--- config.mk ---
export PLATFORM = sky130hd
export DESIGN_NAME = mul_norm_round
export DESIGN_NICKNAME = d
export VERILOG_FILES = /design/src/rtl/fpu_pkg.sv /design/src/rtl/fpu_lzc.sv /design/src/rtl/mul_norm_round.sv
export SDC_FILE = /design/constraint.sdc
export NUM_CORES = 1
export LEC_CHECK = 0
export ABC_AREA = 1
export BUFFER_PORTS_ARGS = -buffer_cell sky130_fd_sc_hd__buf_4
export CORE_MARGIN = 10
export CORE_UTILIZATION = 45
export DETAILED_ROUTE_END_ITERATION = 8
export HOLD_SLACK_MARGIN = 0.06
export MAX_ROUTING_LAYER = met4
export PLACE_DENSITY = 0.73
export SYNTH_ARGS = -nofsm -noshare
export SYNTH_HDL_FRONTEND = slang
export SYNTH_SLANG_ARGS = --single-unit
--- constraint.sdc ---
create_clock -name clk_i -period 13 [get_ports clk_i]
set_input_delay 1.95 -clock clk_i [delete_from_list [all_inputs] [get_ports clk_i]]
set_output_delay 1.95 -clock clk_i [all_outputs]
set_load 0.01 [all_outputs]
--- src/rtl/fpu_pkg.sv ---
// Shared types and default widths for the FPU multiplier datapath.
package fpu_pkg;

    localparam int FPU_EXP_W = 8;
    localparam int FPU_MAN_W = 23;

    typedef enum logic [1:0] {
        RNE = 2'b00,
        RTZ = 2'b01,
        RUP = 2'b10,
        RDN = 2'b11
    } rmode_e;

    // Width-independent part of the stage-1 register bundle; the exponent and
    // fraction live beside it because their widths follow the module parameters.
    typedef struct packed {
        logic   sign;
        rmode_e rmode;
        logic   zero;
        logic   tiny;
        logic   guard;
        logic   round;
        logic   sticky;
    } norm_stage_t;

endpackage

--- src/rtl/fpu_lzc.sv ---
// Parametrised leading-zero counter; count is W when the input is all zero.
module fpu_lzc #(
    parameter  int W  = 47,
    localparam int CW = $clog2(W + 1)
) (
    input  logic [W-1:0]  i_data,
    output logic [CW-1:0] o_count,
    output logic          o_all_zero
);

    // NOTE: the default before the loop keeps this block latch-free; the
    // highest set bit is the last match and therefore wins.
    always_comb begin
        o_count = CW'(W);
        for (int i = 0; i < W; i++) begin
            if (i_data[i]) o_count = CW'(W - 1 - i);
        end
    end

    assign o_all_zero = (i_data == '0);

endmodule

--- src/rtl/mul_norm_round.sv ---
// Two-stage normalise/round/pack stage for the FPU multiplier: stage 1 normalises
// and denormalises, stage 2 rounds, packs and raises exception flags.
module mul_norm_round
    import fpu_pkg::*;
#(
    parameter int EXP_W  = FPU_EXP_W,
    parameter int MAN_W  = FPU_MAN_W,
    parameter int PROD_W = 2 * (MAN_W + 1)
) (
    input  logic                   clk_i,
    input  logic                   rst_i,
    input  logic                   valid_i,
    output logic                   ready_o,
    input  logic                   sign_i,
    input  logic [EXP_W+1:0]       exponent_i,
    input  logic [PROD_W-1:0]      mantissa_i,
    input  logic [1:0]             rmode_i,
    output logic                   valid_o,
    input  logic                   ready_i,
    output logic [EXP_W+MAN_W:0]   result_o,
    output logic                   overflow_o,
    output logic                   underflow_o,
    output logic                   inexact_o
);

    localparam int XW   = EXP_W + 3;
    localparam int LW   = $clog2(PROD_W);
    localparam int SHW  = $clog2(MAN_W + 3);
    localparam int TSAT = MAN_W + 2;
    localparam int EMAX = 2 ** (EXP_W + 1) - 1;
    localparam int EOVF = 2 ** EXP_W - 1;

    logic                    w_adv1, w_adv2;
    logic                    r_s1_valid;
    norm_stage_t             r_s1, w_s1_d;
    logic [EXP_W+1:0]        r_s1_exp, w_s1_exp;
    logic [MAN_W-1:0]        r_s1_frac, w_s1_frac;

    logic [LW-1:0]           w_lzc, w_shamt;
    logic                    w_all_zero, w_zero, w_tiny, w_lost;
    logic [PROD_W-1:0]       w_norm;
    logic [PROD_W-2:0]       w_den, w_fin;
    logic signed [XW-1:0]    w_exp_n;
    logic [XW-1:0]           w_neg;
    logic [SHW-1:0]          w_tsh;

    assign w_adv2  = !valid_o || ready_i;
    assign w_adv1  = !r_s1_valid || w_adv2;
    assign ready_o = w_adv1;

    fpu_lzc #(.W(PROD_W - 1)) u_lzc (
        .i_data     (mantissa_i[PROD_W-2:0]),
        .o_count    (w_lzc),
        .o_all_zero (w_all_zero)
    );

    // Move the leading one to the top bit; an overflowed product needs no shift.
    assign w_zero  = !mantissa_i[PROD_W-1] && w_all_zero;
    assign w_shamt = mantissa_i[PROD_W-1] ? '0 : w_lzc + LW'(1);
    assign w_norm  = mantissa_i << w_shamt;
    assign w_exp_n = $signed({exponent_i[EXP_W+1], exponent_i}) + XW'(1) - XW'(w_shamt);

    // Tiny results are denormalised by (1 - exp); every dropped bit feeds sticky.
    assign w_tiny = w_exp_n[XW-1] || (w_exp_n == '0);
    assign w_neg  = XW'(1) - w_exp_n;
    assign w_tsh  = (w_neg > XW'(TSAT)) ? SHW'(TSAT) : w_neg[SHW-1:0];
    assign w_den  = (PROD_W-1)'(w_norm >> w_tsh);
    assign w_lost = |(w_norm & ((PROD_W'(1) << w_tsh) - PROD_W'(1)));
    assign w_fin  = w_tiny ? w_den : w_norm[PROD_W-2:0];

    always_comb begin
        w_s1_d       = '0;
        w_s1_exp     = '0;
        w_s1_frac    = '0;
        w_s1_d.sign  = sign_i;
        w_s1_d.rmode = rmode_e'(rmode_i);
        if (w_zero) begin
            w_s1_d.zero = 1'b1;
        end else begin
            w_s1_d.tiny   = w_tiny;
            w_s1_frac     = w_fin[PROD_W-2 -: MAN_W];
            w_s1_d.guard  = w_fin[MAN_W];
            w_s1_d.round  = w_fin[MAN_W-1];
            w_s1_d.sticky = (|w_fin[MAN_W-2:0]) | (w_tiny & w_lost);
            if (w_tiny)                     w_s1_exp = '0;
            else if (w_exp_n > XW'(EMAX))   w_s1_exp = (EXP_W+2)'(EMAX);
            else                            w_s1_exp = w_exp_n[EXP_W+1:0];
        end
    end

    // NOTE: sequential state uses non-blocking assignments so every register
    // samples the pre-edge value of its neighbours.
    always_ff @(posedge clk_i) begin
        if (rst_i)       r_s1_valid <= 1'b0;
        else if (w_adv1) r_s1_valid <= valid_i;
    end

    // NOTE: the stage-1 datapath is deliberately left out of reset; r_s1_valid
    // qualifies it, so stale contents are never observed.
    always_ff @(posedge clk_i) begin
        if (valid_i && w_adv1) begin
            r_s1      <= w_s1_d;
            r_s1_exp  <= w_s1_exp;
            r_s1_frac <= w_s1_frac;
        end
    end

    logic                  w_inexact, w_inc, w_ovf, w_to_inf;
    logic [MAN_W:0]        w_frac_r;
    logic [EXP_W+2:0]      w_exp_r;
    logic [EXP_W+MAN_W:0]  w_result;

    assign w_inexact = r_s1.guard | r_s1.round | r_s1.sticky;

    always_comb begin
        w_inc = 1'b0;
        case (r_s1.rmode)
            RNE: w_inc = r_s1.guard & (r_s1.round | r_s1.sticky | r_s1_frac[0]);
            RTZ: w_inc = 1'b0;
            RUP: w_inc = !r_s1.sign & w_inexact;
            RDN: w_inc = r_s1.sign & w_inexact;
        endcase
    end

    // A fraction carry bumps the exponent, which also lifts a subnormal to exp 1.
    assign w_frac_r = {1'b0, r_s1_frac} + (MAN_W+1)'(w_inc);
    assign w_exp_r  = {1'b0, r_s1_exp} + (EXP_W+3)'(w_frac_r[MAN_W]);
    assign w_ovf    = w_exp_r >= (EXP_W+3)'(EOVF);
    assign w_to_inf = (r_s1.rmode == RNE) || (r_s1.rmode == RUP && !r_s1.sign) ||
                      (r_s1.rmode == RDN && r_s1.sign);

    always_comb begin
        w_result = {r_s1.sign, w_exp_r[EXP_W-1:0], w_frac_r[MAN_W-1:0]};
        if (r_s1.zero)
            w_result = {r_s1.sign, {(EXP_W+MAN_W){1'b0}}};
        else if (w_ovf && w_to_inf)
            w_result = {r_s1.sign, {EXP_W{1'b1}}, {MAN_W{1'b0}}};
        else if (w_ovf)
            w_result = {r_s1.sign, {(EXP_W-1){1'b1}}, 1'b0, {MAN_W{1'b1}}};
    end

    always_ff @(posedge clk_i) begin
        if (rst_i) begin
            valid_o     <= 1'b0;
            result_o    <= '0;
            overflow_o  <= 1'b0;
            underflow_o <= 1'b0;
            inexact_o   <= 1'b0;
        end else if (w_adv2) begin
            valid_o <= r_s1_valid;
            if (r_s1_valid) begin
                result_o    <= w_result;
                overflow_o  <= w_ovf && !r_s1.zero;
                underflow_o <= r_s1.tiny && w_inexact;
                inexact_o   <= (w_inexact || w_ovf) && !r_s1.zero;
            end
        end
    end

endmodule

Word-level counts from Yosys, hierarchy flattened

Index checks and enable logic that the tools add are counted.

Add/subtract/negate cells: 7
Magnitude comparators: 3
Eq/ne operators: 3
Shift-type cells: 3
Multiplexer cells: 56
Bitwise operators: 10
Reduce and logical (&&, ||, !) cells: 27

Operators by type and width:

| cell                                                             | count |
|---|---|
| 2-to-1 mux 6 bit                                                 | 33 |
| 2-to-1 mux 31 bit                                                | 3 |
| bitwise AND 48 bit                                               | 1 |
| OR reduction 48 bit                                              | 1 |
| left shift 1 x 5 -> 48 bit (first input constant)                | 1 |
| left shift 48 x 6 -> 48 bit                                      | 1 |
| >> shifter 48 x 5 -> 47 bit                                      | 1 |
| subtractor 48 x 1 -> 48 bit (second input constant)              | 1 |
| logical NOT 47 bit                                               | 1 |
| 2-to-1 mux 47 bit                                                | 1 |
| 2-to-1 mux 4 bit                                                 | 8 |
| adder 23 x 1 -> 24 bit                                           | 1 |
| OR reduction 22 bit                                              | 1 |
| 2-to-1 mux 3 bit                                                 | 4 |
| adder 10 x 1 -> 11 bit                                           | 1 |
| adder 10 x 2 -> 11 bit (second input constant)                   | 1 |
| >= comparator 11 x 8 -> 1 bit (second input constant)            | 1 |
| greater-than comparator 11 x 10 -> 1 bit (second input constant) | 1 |
| greater-than comparator 11 x 5 -> 1 bit (second input constant)  | 1 |
| logical NOT 11 bit                                               | 1 |
| subtractor 11 x 6 -> 11 bit                                      | 1 |
| subtractor 2 x 11 -> 11 bit (first input constant)               | 1 |
| 2-to-1 mux 9 bit                                                 | 1 |
| logical AND 1 bit                                                | 8 |
| 15 further kinds                                                 | 34 |

Flip-flop bits (word level): 78
Input bits: 65
Output and inout port bits: 37

Logic depth before layout (Yosys ltp)

Gate-level depths: netlist of the first run.

Depth in word-level cells: 59
Mapped depth: 95
Gate-level depth less buffers: 93

Modules after synthesis

From an unflattened synthesis of the first run, not the netlist that was laid out.

Cell total of the unflattened synthesis: 2364
Area, all modules: 12816.0 sq um

Modules (own cells, without submodules):

| module         | times used | cells each | area each (sq um) | seq. area each (sq um) |
|---|---|---|---|---|
| mul_norm_round | 1          | 2192       | 12025.3           | 1971.9 |
| fpu_lzc        | 1          | 172        | 790.8             | 0.0 |

Least setup slack after synthesis of the first run

OpenSTA, ideal clock, no wires.

Path type: input -> register
Start point: input mantissa_i[1]
End point: register r_s1[0] in the netlist's numbering (data pin)
Data arrival time: 10338 ps
Required time: 12748 ps
Slack: 2410 ps
Stages on the path: 90
Cells stage by stage: inv_2 > nand2_1 > nand2_1 > nand2_1 > nand2_1 > nand2_1 > nand2_1 > nand2_1 > nand2_1 > nand2_1 > nand2_1 > nand2_1 > nand2_1 > nand2_1 > nand2_1 > nand2_1 > nand2_1 > nand2_1 > (+54 left out) > nand2_1 > ha_1 > inv_1 > nor2_1 > inv_1 > nor2_1 > inv_1 > nor2_1 > xor2_1 > o22ai_1 > nor3_1 > nand2_1 > nor2_1 > nand3_1 > a21oi_1 > nand2_1 > nand2_1 > nand2_1

Word-level cells in the longest chain between the ends: 58
Elaborated cells between the ends (all ways): 66

RTL lines:

| element                                 | RTL line              | text |
|---|---|---|
| start, declared                         | mul_norm_round.sv:16  | `input logic [PROD_W-1:0] mantissa_i,` |
| 2-to-1 mux 2 bit (2 in series)          | fpu_lzc.sv:16         | `if (i_data[i]) o_count = CW'(W - 1 - i);` |
| 2-to-1 mux 3 bit (4 in series)          | fpu_lzc.sv:16         |  |
| 2-to-1 mux 4 bit (8 in series)          | fpu_lzc.sv:16         |  |
| 2-to-1 mux 6 bit (32 in series)         | fpu_lzc.sv:16         |  |
| adder 6 x 1 -> 6 bit                    | mul_norm_round.sv:59  | `assign w_shamt = mantissa_i[PROD_W-1] ? '0 : w_lzc + LW'(1);` |
| 2-to-1 mux 6 bit                        | mul_norm_round.sv:59  |  |
| subtractor 11 x 6 -> 11 bit             | mul_norm_round.sv:61  | `assign w_exp_n = $signed({exponent_i[EXP_W+1], exponent_i}) + XW'(1) - XW'(w_shamt);` |
| subtractor 2 x 11 -> 11 bit             | mul_norm_round.sv:65  | `assign w_neg = XW'(1) - w_exp_n;` |
| greater-than comparator 11 x 5 -> 1 bit | mul_norm_round.sv:66  | `assign w_tsh = (w_neg > XW'(TSAT)) ? SHW'(TSAT) : w_neg[SHW-1:0];` |
| 2-to-1 mux 5 bit                        | mul_norm_round.sv:66  |  |
| left shift 1 x 5 -> 48 bit              | mul_norm_round.sv:68  | `assign w_lost = \|(w_norm & ((PROD_W'(1) << w_tsh) - PROD_W'(1)));` |
| subtractor 48 x 1 -> 48 bit             | mul_norm_round.sv:68  |  |
| bitwise AND 48 bit                      | mul_norm_round.sv:68  |  |
| OR reduction 48 bit                     | mul_norm_round.sv:68  |  |
| bitwise AND 1 bit                       | mul_norm_round.sv:84  | `w_s1_d.sticky = (\|w_fin[MAN_W-2:0]) \| (w_tiny & w_lost);` |
| OR 1 bit                                | mul_norm_round.sv:84  |  |
| end signal, assigned                    | mul_norm_round.sv:102 | `r_s1 <= w_s1_d;` |
| end, declared                           | mul_norm_round.sv:35  | `norm_stage_t r_s1, w_s1_d;` |

Parallel ways exist; a longest one is shown, timed or not.
A chain may end at the register's enable or synchronous reset.

Worst setup path in the final report of the first run

Start point: input mantissa_i[0]
End point: register r_s1[0] in the netlist's numbering (data pin)

Word-level cells in the longest chain between the ends: 59
Elaborated cells between the ends (all ways): 67

RTL lines:

| element                                 | RTL line |
|---|---|
| 2-to-1 mux 1 bit                        | fpu_lzc.sv:16 |
| 2-to-1 mux 2 bit (2 in series)          | fpu_lzc.sv:16 |
| 2-to-1 mux 3 bit (4 in series)          | fpu_lzc.sv:16 |
| 2-to-1 mux 4 bit (8 in series)          | fpu_lzc.sv:16 |
| 2-to-1 mux 6 bit (32 in series)         | fpu_lzc.sv:16 |
| adder 6 x 1 -> 6 bit                    | mul_norm_round.sv:59 |
| 2-to-1 mux 6 bit                        | mul_norm_round.sv:59 |
| subtractor 11 x 6 -> 11 bit             | mul_norm_round.sv:61 |
| subtractor 2 x 11 -> 11 bit             | mul_norm_round.sv:65 |
| greater-than comparator 11 x 5 -> 1 bit | mul_norm_round.sv:66 |
| 2-to-1 mux 5 bit                        | mul_norm_round.sv:66 |
| left shift 1 x 5 -> 48 bit              | mul_norm_round.sv:68 |
| subtractor 48 x 1 -> 48 bit             | mul_norm_round.sv:68 |
| bitwise AND 48 bit                      | mul_norm_round.sv:68 |
| OR reduction 48 bit                     | mul_norm_round.sv:68 |
| bitwise AND 1 bit                       | mul_norm_round.sv:84 |
| OR 1 bit                                | mul_norm_round.sv:84 |

Parallel ways exist; a longest one is shown, timed or not.

==> results.md, run 1 <==
Finish
* **most common cell after layout, fill and taps aside** sky130_fd_sc_hd__nand3_1
* **commonest non-fill, non-tap cells in the layout** 618 x sky130_fd_sc_hd__nand3_1, 614 x sky130_fd_sc_hd__nand2_1, 167 x sky130_fd_sc_hd__inv_1
* **Net count, final** 2258
* **area grow syn2layout** 9.80%
* **final core utilization** 0.500
* **Diodes inserted** 0
* **final non-filler cell area** 13000 µm²
* **fraction of layout cells with a size suffix above 1** 0.0935

CTS
* **quantity of gates resized following cts** 0
* **deepest clock path buffer count** 2
* **clock tree from TritonCTS** built
* **insertion delay of the later-clocked pin in the worst-skew pair** 0.34 ns
* **Clock transition at path regs** 0.06 ns
* **Num CTS Buffers** 9
* **sinks on the clock net** 78
* **hold bufs inserted after CTS** 0
* **clk root buf** sky130_fd_sc_hd__clkbuf_16
* **Post-CTS Repair Setup Buffers** 0
* **CTS H-tree depth** 3

Global route
* **aggregate global routing overflow** 0
* **initial antenna violation count** 0
* **global router's overall resource usage** 0.275
* **vias in the first global route** 13600
* **largest net degree at the start of global routing** 61
* **wire length of the first global-routing pass** 73300 µm

Synthesis
* **post-synthesis area per instance** 5.51 µm²
* **Synth Cell Area** 11800 µm²
* **synthesized-area fraction occupied by ao, oa, aoi and oai cells** 0.0981
* **number of flops mapped to enable cells by yosys** 41
* **mux share of post-synthesis cell area** 0
* **share of synthesized cell area in and, or, nand and nor gates** 0.579
* **combinational family with the most area after synthesis** simple AND/OR/NAND/NOR gates
* **post-synthesis register bit count** 78
* **area share of xor/xnor cells in the synthesized design** 0.0266
* **Yosys cell types** 54
* **Synth Area in Adders** 0.0281
* **Most used DFF post-synth** sky130_fd_sc_hd__edfxtp_1
* **Cells after Synth** 2146
* **Post-Synthesis Net Count** 2237
* **yosys warns** 0
* **cell type with the largest total area after synthesis** sky130_fd_sc_hd__nand3_1
* **area share of the leading cell type in the synthesized netlist** 0.262
* **largest cells by area after synthesis** sky130_fd_sc_hd__nand3_1 26%, sky130_fd_sc_hd__nand2_1 19%, sky130_fd_sc_hd__edfxtp_1 10%
* **sequential-to-total area share from yosys stat** 0.167
* **fraction of registers with async set/reset** 0

Floorplan
* **Row Count** 59
* **die area** 33200 µm²
* **Die Height** 182 µm
* **ports placed on the boundary** 102
* **initial core utilization** 0.455
* **die width** 182 µm
* **Core Region** 26000 µm²

Timing
* **maximum clock frequency** 89.8 MHz
* **share of the cycle needed by the critical path after routing** 0.857
* **worst-margin pin slew** 1.20 ns
* **Final Critical Period** 11.14 ns
* **headroom to the max-slew limit** 0.196
* **number of pins with negative max-slew slack in the final report** 0
* **final count of negative-setup-slack endpoints** 0
* **RSZ-0062 raised after global routing** no
* **final total negative setup slack** 0 ns
* **clock skew** 0.00978 ns
* **final hold slack** 0.465 ns
* **final hold vios** 0

Power
* **Power, Total** 1.05 mW
* **largest voltage drop on the vdd net** 0.000133 V
* **cell area power density** 80.8 nW/µm²
* **leakage component of the power** 6.31 nW

Detailed routing
* **DR WL/cell** 18.7 µm
* **length of routed wiring on met1** 19800 µm
* **Post-DRT Antenna Nets** 0
* **routed via count divided by cell count** 6.08
* **uppermost layer routed** met4
* **met2 WL post-DR** 20700 µm
* **length of routed met3 wiring** 4420 µm
* **via count** 15200
* **Starting DRT DRC Count** 2306
* **TritonRoute pass-1 iters** 9
* **number of remaining DRC errors** 1
* **routed wire length** 46800 µm

Setup path
* **CP most frequent cell** sky130_fd_sc_hd__nand2_1
* **cell class contributing the biggest share of worst-path delay** simple AND/OR/NAND/NOR gates
* **delay of the slowest critical-path stage** 0.43 ns
* **slowest stage cell on the critical path** sky130_fd_sc_hd__buf_4
* **endpoint required time on the critical path** 13.09 ns
* **worst setup path class** in2reg
* **buffers and inverters on the worst path** 14
* **launching element type of the critical path** input pin
* **WP data arrival** 11.23 ns
* **critical path peak fanout** 54
* **CP Capture Type** flop

Flow run
* **Max-Cap Viols** 0

Worst hold path
* **worst hold-check path type** reg2reg

Place
* **count of input and output buffers** 101
* **placed wire-length estimate after detailed placement** 36200 µm
* **RD Place Congestion** 1.07
* **dpl cell area** 12700 µm²

Run status
* **run status** finished with violations
* **violated checks** DRC

==> kinds of logic (layout without fill, tap and decap cells) <==
| kind of cell | count (synthesis) | after routing |
|---|---|---|
| and+or+nand+nor | 1518 | 1518 |
| AOI/OAI and AO/OA | 192 | 192 |
| buffers and inverters | 295 | 321 |
| adders and majority gates | 26 | 26 |
| other | 1 | 1 |
| DFF | 78 | 78 |
| xor gates and xnor gates | 36 | 36 |
==> final cells by class <==
class / count / area (µm²)
Clock inverter: 7 / 56.3
Inverter: 179 / 672
Sequential cell: 78 / 1970
Multi-Input combinational cell: 1773 / 8700
Timing Repair Buffer: 126 / 946
Clock buffer: 9 / 225
Fill cell: 2789 / 13000
Tap cell: 335 / 419
==> stage by stage <==
| stage | instances | setup slack, ns |
|---|---|---|
| 2_1_floorplan | 2146 | 2.41 |
| 5_1_grt | 2507 | 0.633 |
| 6_report | 2507 | 1.86 |
| 4_1_cts | 2507 | 1.99 |
| 3_5_place_dp | 2491 | 1.71 |
| 3_3_place_gp | 2491 | 1.81 |
==> tightest hold or removal path: stages, from the launching register on <==
cell and delay (ns):
sky130_fd_sc_hd__dfxtp_1 0.31, sky130_fd_sc_hd__nand2_1 0.06, sky130_fd_sc_hd__a21oi_1 0.05
==> path summary, 6_finish.rpt <==
| path | depth (start not counted) | from | to | slack (ns) |
|---|---|---|---|---|
| min reg2reg | 2 | result_o[22] | result_o[22] | 0.47 |
| max | 95 | mantissa_i[0] | r_s1[0] | 1.86 |
| max reg2reg | 30 | r_s1[6] | result_o[8] | 6.18 |
| min | 2 | result_o[22] | result_o[22] | 0.47 |
==> cells in the mapped netlist, drive strengths merged (25+ instances only) <==
cell type,count
nand3,634
nand2,626
inv,176
nor2,160
a21oi,75
clkbuf,64
o21ai,53
buf,52
edfxtp,41
nand4,38
dfxtp,37
nor3,31
xor2,31
ha,25
==> layer usage <==
metal | up-vias | GRT usage
met5 | - | -
met4 | 0 | 0.104
met3 | 130 | 0.0334
met2 | 846 | 0.428
met1 | 6902 | 0.359
li1 | 7366 | -
==> state kept, by name, indices dropped and copies added (netlist names) <==
signal       flops
result_o        32
r_s1_frac       23
r_s1_exp        10
r_s1             8
inexact_o        1
overflow_o       1
r_s1_valid       1
underflow_o      1
valid_o          1
==> where the power goes <==
part	total [mW]	internal, mW	switching (mW)
Sequential	0.297	0.284	0.0131
Combinational	0.516	0.160	0.356
Clock	0.237	0.131	0.106
No activity file was read; power rests on OpenSTA's default activity.
==> run 2, diff against run 1 <==
==> constraint.sdc (replaced) <==
create_clock -name clk_i -period 13 [get_ports clk_i]
set_input_delay 2.6 -clock clk_i [delete_from_list [all_inputs] [get_ports clk_i]]
set_output_delay 2.6 -clock clk_i [all_outputs]
set_load 0.01 [all_outputs]
==> run 2 against run 1 <==
  * Utilization about the same
  * First-iteration DRC count is 5.7% lower
  * Sequential share of layout area about the same
  * Non-clock buffer count shrank 2
  * Via count shrank 0.21%
  * Critical path depth fell by 7
  * The flow now finishes without violations
  * Sequential power about the same
  * Die area unchanged
==> results.md, run 2 (synthesis gave the netlist of run 1 again) <==
Run status
* **run status** complete, no violations, was finished with violations

Detailed routing
* **via count** 15200, about the same
* **Starting DRT DRC Count** 2175, was 2306
* **Post-DRT Antenna Nets** 0, unchanged
* **TritonRoute pass-1 iters** 7, was 9
* **routed wire length** 47800 µm, was 46800 µm
* **DR WL/cell** 19.1 µm, was 18.7 µm
* **number of remaining DRC errors** 0, was 1
* **routed via count divided by cell count** 6.07, was 6.08

Timing
* **final total negative setup slack** 0 ns, unchanged
* **share of the cycle needed by the critical path after routing** 0.885, was 0.857
* **final hold vios** 0, unchanged
* **worst-margin pin slew** 1.16 ns, was 1.20 ns
* **headroom to the max-slew limit** 0.223, was 0.196
* **Final Critical Period** 11.51 ns, was 11.14 ns
* **RSZ-0062 raised after global routing** no, unchanged
* **final count of negative-setup-slack endpoints** 0, unchanged
* **final hold slack** 0.467 ns, was 0.465 ns
* **maximum clock frequency** 86.9 MHz, was 89.8 MHz
* **number of pins with negative max-slew slack in the final report** 0, unchanged
* **clock skew** 0.0122 ns, was 0.00978 ns

Setup path
* **slowest stage cell on the critical path** sky130_fd_sc_hd__nor4_1, was sky130_fd_sc_hd__buf_4
* **delay of the slowest critical-path stage** 0.51 ns, was 0.43 ns
* **worst setup path startpoint** mantissa_i[0], unchanged
* **number of cells on the worst reg-to-reg path** 30, unchanged
* **cell class contributing the biggest share of worst-path delay** simple AND/OR/NAND/NOR gates, unchanged
* **WP data arrival** 11.59 ns, was 11.23 ns
* **buffers and inverters on the worst path** 9, was 14
* **Crit Reg-Reg Endpoint** result_o[7], was result_o[8]
* **count of cell instances traversed by the critical path** 88, was 95
* **CP Capture Type** flop, unchanged
* **endpoint required time on the critical path** 13.09 ns, about the same
* **launching element type of the critical path** input pin, unchanged
* **reg2reg start** r_s1[5], was r_s1[6]
* **Worst Setup EP** r_s1[0], unchanged
* **critical path peak fanout** 54, unchanged
* **flop-to-flop setup slack** 5.96 ns, was 6.18 ns
* **CP most frequent cell** sky130_fd_sc_hd__nand2_1, unchanged
* **worst setup path class** in2reg, unchanged

Global route
* **largest net degree at the start of global routing** 61, unchanged
* **initial antenna violation count** 0, unchanged
* **aggregate global routing overflow** 0, unchanged
* **vias in the first global route** 13900, was 13600
* **wire length of the first global-routing pass** 75300 µm, was 73300 µm
* **global router's overall resource usage** 0.282, was 0.275

Power
* **largest voltage drop on the vdd net** 0.000112 V, was 0.000133 V
* **share of total power in combinational logic** 0.489, was 0.492
* **proportion of power drawn by flip-flops and latches** 0.281, was 0.283
* **leakage component of the power** 6.30 nW, was 6.31 nW
* **cell area power density** 81.5 nW/µm², was 80.8 nW/µm²
* **clock network power share** 0.230, was 0.225
* **P_int** 577 µW, was 575 µW
* **switching part of the total power** 0.455, was 0.452
* **net load switching power** 482 µW, was 475 µW
* **Power, Total** 1.06 mW, was 1.05 mW

CTS
* **insertion delay of the later-clocked pin in the worst-skew pair** 0.34 ns, about the same
* **clock tree from TritonCTS** built, unchanged
* **clk root buf** sky130_fd_sc_hd__clkbuf_16, unchanged
* **Num CTS Buffers** 9, unchanged
* **sinks on the clock net** 78, unchanged
* **deepest clock path buffer count** 2, unchanged
* **quantity of gates resized following cts** 0, unchanged
* **Post-CTS Repair Setup Buffers** 0, unchanged
* **CTS H-tree depth** 3, unchanged
* **Clock transition at path regs** 0.07 ns, was 0.06 ns
* **hold bufs inserted after CTS** 0, unchanged

Finish
* **most common cell after layout, fill and taps aside** sky130_fd_sc_hd__nand3_1, unchanged
* **area grow syn2layout** 9.77%, was 9.80%
* **register name with the most flops** result_o, unchanged
* **commonest non-fill, non-tap cells in the layout** 618 x sky130_fd_sc_hd__nand3_1, 614 x sky130_fd_sc_hd__nand2_1, 167 x sky130_fd_sc_hd__inv_1, unchanged
* **Net count, final** 2256, was 2258
* **fraction of layout cells with a size suffix above 1** 0.0926, was 0.0935
* **max FFs per register** 32, unchanged
* **registers with the most flip-flops** result_o (32), r_s1_frac (23), r_s1_exp (10), unchanged
* **final std cells w/o fill** 2506, was 2507

Floorplan
* **die width** 182 µm, unchanged
* **Core Region** 26000 µm², unchanged
* **Die Height** 182 µm, unchanged
* **die area** 33200 µm², unchanged
* **initial core utilization** 0.455, unchanged
* **ports placed on the boundary** 102, unchanged
* **Row Count** 59, unchanged

Place
* **Cell Count Post-Placement** 2489, was 2491
* **placed wire-length estimate after detailed placement** 37000 µm, was 36200 µm
* **count of input and output buffers** 101, unchanged
* **RD Place Congestion** 1.11, was 1.07

Flow run
* **Max-Cap Viols** 0, unchanged

Worst hold path
* **worst hold-check path type** reg2reg, unchanged
* **Hold Crit Start** result_o[19], was result_o[22]

-- run 2: cell types whose count changed in the layout (fill, tap and decap cells not counted) --
cell	before	now
sky130_fd_sc_hd__buf_4	126	124
sky130_fd_sc_hd__clkinv_4	1	0
sky130_fd_sc_hd__clkinv_8	0	1
sky130_fd_sc_hd__clkinvlp_2	1	0
sky130_fd_sc_hd__diode_2	0	1
sky130_fd_sc_hd__inv_6	1	3
sky130_fd_sc_hd__inv_8	1	0
-- run 2: cell type report --
class                           count  area, µm²
Tap cell                          335        419
Clock inverter                      7       65.1
Fill cell                        2813      13000
Multi-Input combinational cell   1773       8700
Timing Repair Buffer              124        931
Clock buffer                        9        225
Antenna cell                        1       2.50
Sequential cell                    78       1970
Inverter                          179        672
-- run 2: layer usage --
metal / up-vias / GRT usage / routed length (µm)
met5: - / - / 0
met1: 6864 / 0.359 / 19900
li1: 7337 / - / -
met4: 0 / 0.109 / 1990
met3: 143 / 0.0364 / 4200
met2: 868 / 0.448 / 21700
-- run 2: power by group through the flow --
stage,clock network [mW],registers [mW],logic [mW]
after detailed placement,0,0.303,0.502
after floorplan,0,0.302,0.346
after global routing,0.257,0.300,0.572
after CTS,0.247,0.297,0.505
after global placement,0,0.302,0.502
final,0.244,0.297,0.518
-- run 2: worst register-to-register path: cells and delay by family (launching register included) --
family | cells | cell delay [ns]
AND/OR/NAND/NOR | 17 | 3.54
buffers and inverters | 4 | 0.65
AO/OA/AOI/OAI | 4 | 1.11
XOR/XNOR | 1 | 0.10
adder cells (fa/ha/maj) | 4 | 1.16
flip-flops | 1 | 0.43
-- run 2: worst min-delay path by stage --
stage | cells after the start | endpoint | slack, ns
2_1_floorplan | 2 | underflow_o | 0.47
3_3_place_gp | 2 | result_o[18] | 0.45
3_5_place_dp | 2 | result_o[18] | 0.46
4_1_cts | 2 | result_o[18] | 0.47
5_1_grt | 2 | result_o[6] | 0.48
6_report | 2 | result_o[19] | 0.47
-- run 2: per-stage QoR --
step / worst slack (ns) / cell area (µm²) / util
after CTS: 1.68 / 13000 / 0.500
final: 1.49 / 13000 / 0.500
after global placement: 1.40 / 12700 / 0.489
after floorplan: 1.76 / 11800 / -
after global routing: 0.385 / 13000 / 0.500
after detailed placement: 1.38 / 12700 / 0.489
==> run 3, diff against run 2 <==
Clock period 13 ns to 13.1 ns, I/O delays scaled along.
==> run 3 against run 2 <==
  * Design area is 0.24% higher
  * Die area is the same
  * Setup slack better by 0.22 ns
  * Critical path depth is 4 higher
  * Clock skew is 0.0047 ns lower
  * Power decreased by 0.64%
==> results.md, run 3 (synthesis gave the netlist of run 1 again) <==
Power
* **leakage component of the power** 6.33 nW, was 6.30 nW
* **largest voltage drop on the vdd net** 0.0000878 V, was 0.000112 V
* **cell area power density** 80.8 nW/µm², was 81.5 nW/µm²

CTS
* **CTS H-tree depth** 3, unchanged
* **clk root buf** sky130_fd_sc_hd__clkbuf_16, unchanged
* **sinks on the clock net** 78, unchanged
* **insertion delay of the later-clocked pin in the worst-skew pair** 0.33 ns, was 0.34 ns
* **Num CTS Buffers** 9, unchanged
* **deepest clock path buffer count** 2, unchanged
* **clock tree from TritonCTS** built, unchanged
* **quantity of gates resized following cts** 0, unchanged
* **Clock transition at path regs** 0.06 ns, was 0.07 ns
* **hold bufs inserted after CTS** 0, unchanged
* **Post-CTS Repair Setup Buffers** 0, unchanged

Place
* **Cell Count Post-Placement** 2492, was 2489
* **dpl cell area** 12700 µm², about the same
* **RD Place Congestion** 1.10, was 1.11
* **count of input and output buffers** 101, unchanged
* **placed wire-length estimate after detailed placement** 36000 µm, was 37000 µm

Timing
* **worst-margin pin slew** 1.16 ns, about the same
* **clock skew** 0.00751 ns, was 0.0122 ns
* **number of pins with negative max-slew slack in the final report** 0, unchanged
* **RSZ-0062 raised after global routing** no, unchanged
* **Final Critical Period** 11.39 ns
* **share of the cycle needed by the critical path after routing** 0.869
* **final count of negative-setup-slack endpoints** 0, unchanged
* **final total negative setup slack** 0 ns, unchanged
* **final hold vios** 0, unchanged
* **headroom to the max-slew limit** 0.227, was 0.223
* **final hold slack** 0.464 ns, was 0.467 ns
* **maximum clock frequency** 87.8 MHz

Detailed routing
* **number of remaining DRC errors** 0, unchanged
* **routed wire length** 46400 µm, was 47800 µm
* **via count** 15200, about the same
* **Starting DRT DRC Count** 2432, was 2175
* **routed via count divided by cell count** 6.08, was 6.07
* **TritonRoute pass-1 iters** 7, unchanged
* **DR WL/cell** 18.5 µm, was 19.1 µm
* **Post-DRT Antenna Nets** 0, unchanged

Floorplan
* **Core Region** 26000 µm², unchanged
* **Die Height** 182 µm, unchanged
* **die area** 33200 µm², unchanged
* **initial core utilization** 0.455, unchanged
* **die width** 182 µm, unchanged
* **ports placed on the boundary** 102, unchanged
* **Row Count** 59, unchanged

Setup path
* **critical path peak fanout** 54, unchanged
* **slowest stage cell on the critical path** sky130_fd_sc_hd__nor4_1, unchanged
* **WP data arrival** 11.48 ns, was 11.59 ns
* **CP Capture Type** flop, unchanged
* **worst setup path class** in2reg, unchanged
* **flop-to-flop setup slack** 6.76 ns, was 5.96 ns
* **CP most frequent cell** sky130_fd_sc_hd__nand2_1, unchanged
* **delay of the slowest critical-path stage** 0.42 ns, was 0.51 ns
* **endpoint required time on the critical path** 13.19 ns, was 13.09 ns
* **launching element type of the critical path** input pin, unchanged

Finish
* **register name with the most flops** result_o, unchanged
* **final non-filler cell area** 13000 µm², about the same
* **final std cells w/o fill** 2508, was 2506
* **area grow syn2layout** 10.0%, was 9.77%
* **Diodes inserted** 0, was 1
* **area taken by multi-input logic gates** 8700 µm², unchanged
* **Net count, final** 2259, was 2256
* **sequential cell area** 1970 µm², unchanged
* **most common cell after layout, fill and taps aside** sky130_fd_sc_hd__nand3_1, unchanged
* **fraction of layout cells with a size suffix above 1** 0.0934, was 0.0926
* **max FFs per register** 32, unchanged
* **commonest non-fill, non-tap cells in the layout** 618 x sky130_fd_sc_hd__nand3_1, 614 x sky130_fd_sc_hd__nand2_1, 167 x sky130_fd_sc_hd__inv_1, unchanged
* **number of filler instances in the final layout** 2803, was 2813
* **registers with the most flip-flops** result_o (32), r_s1_frac (23), r_s1_exp (10), unchanged

Global route
* **global router's overall resource usage** 0.274, was 0.282
* **aggregate global routing overflow** 0, unchanged
* **vias in the first global route** 13800, was 13900
* **wire length of the first global-routing pass** 73800 µm, was 75300 µm
* **largest net degree at the start of global routing** 60, was 61
* **initial antenna violation count** 0, unchanged

Run status
* **run status** complete, no violations, unchanged

Worst hold path
* **worst hold-check path type** reg2reg, unchanged

Flow run
* **Max-Cap Viols** 0, unchanged

[run 3: cell types whose count changed in the layout (fill, tap and decap cells not counted)]
cell	change
sky130_fd_sc_hd__diode_2	-1
sky130_fd_sc_hd__or2_1	-1
sky130_fd_sc_hd__inv_6	-3
sky130_fd_sc_hd__clkbuf_1	+1
sky130_fd_sc_hd__clkinv_2	+1
sky130_fd_sc_hd__buf_4	+3
sky130_fd_sc_hd__clkinvlp_4	-3
sky130_fd_sc_hd__clkbuf_8	+1
sky130_fd_sc_hd__clkinv_4	+2
sky130_fd_sc_hd__bufinv_16	+1
sky130_fd_sc_hd__inv_4	+1
sky130_fd_sc_hd__clkinv_8	-1
sky130_fd_sc_hd__or2_0	+1
[run 3: layout make-up]
| cell class | instances | share of cell area |
|---|---|---|
| Clock buffer | 11 | 0.0186 |
| Clock inverter | 5 | 0.00452 |
| Inverter | 179 | 0.0516 |
| Multi-Input combinational cell | 1773 | 0.668 |
| Sequential cell | 78 | 0.151 |
| Tap cell | 335 | 0.0322 |
| Timing Repair Buffer | 127 | 0.0732 |
[run 3: worst max-delay path: cells and delay by family]
kind / cells / cell delay [ns]
AND/OR/NAND/NOR: 67 / 5.16
XOR/XNOR: 2 / 0.40
buffers and inverters: 12 / 1.41
AO/OA/AOI/OAI: 7 / 0.96
adder cells (fa/ha/maj): 4 / 0.92
[run 3: final timing paths]
kind,startpoint,to,depth (start not counted)
worst max-delay path,mantissa_i[0],r_s1[0],92
worst min-delay path,result_o[17],result_o[17],2
worst max register to register,r_s1[6],result_o[8],31
worst min register to register,result_o[17],result_o[17],2
[run 3: power by group]
part | leakage (nW) | internal, mW | switching, mW
Clock | 0.150 | 0.153 | 0.0933
Combinational | 5.47 | 0.159 | 0.351
Sequential | 0.713 | 0.282 | 0.0133
[run 3: metrics by stage]
step | total power [mW] | utilization | setup slack (ns)
after floorplan | 0.643 | - | 1.84
after global placement | 0.790 | 0.489 | 1.62
after detailed placement | 0.795 | 0.489 | 1.55
after CTS | 1.04 | 0.501 | 1.83
after global routing | 1.12 | 0.501 | 0.452
final | 1.05 | 0.501 | 1.71
[run 3: layer usage]
metal	vias up	global-route usage	part of all wire
li1	7352	-	-
met1	6930	0.356	0.42
met2	849	0.427	0.45
met3	118	0.0340	0.092
met4	0	0.109	0.038
met5	-	-	0
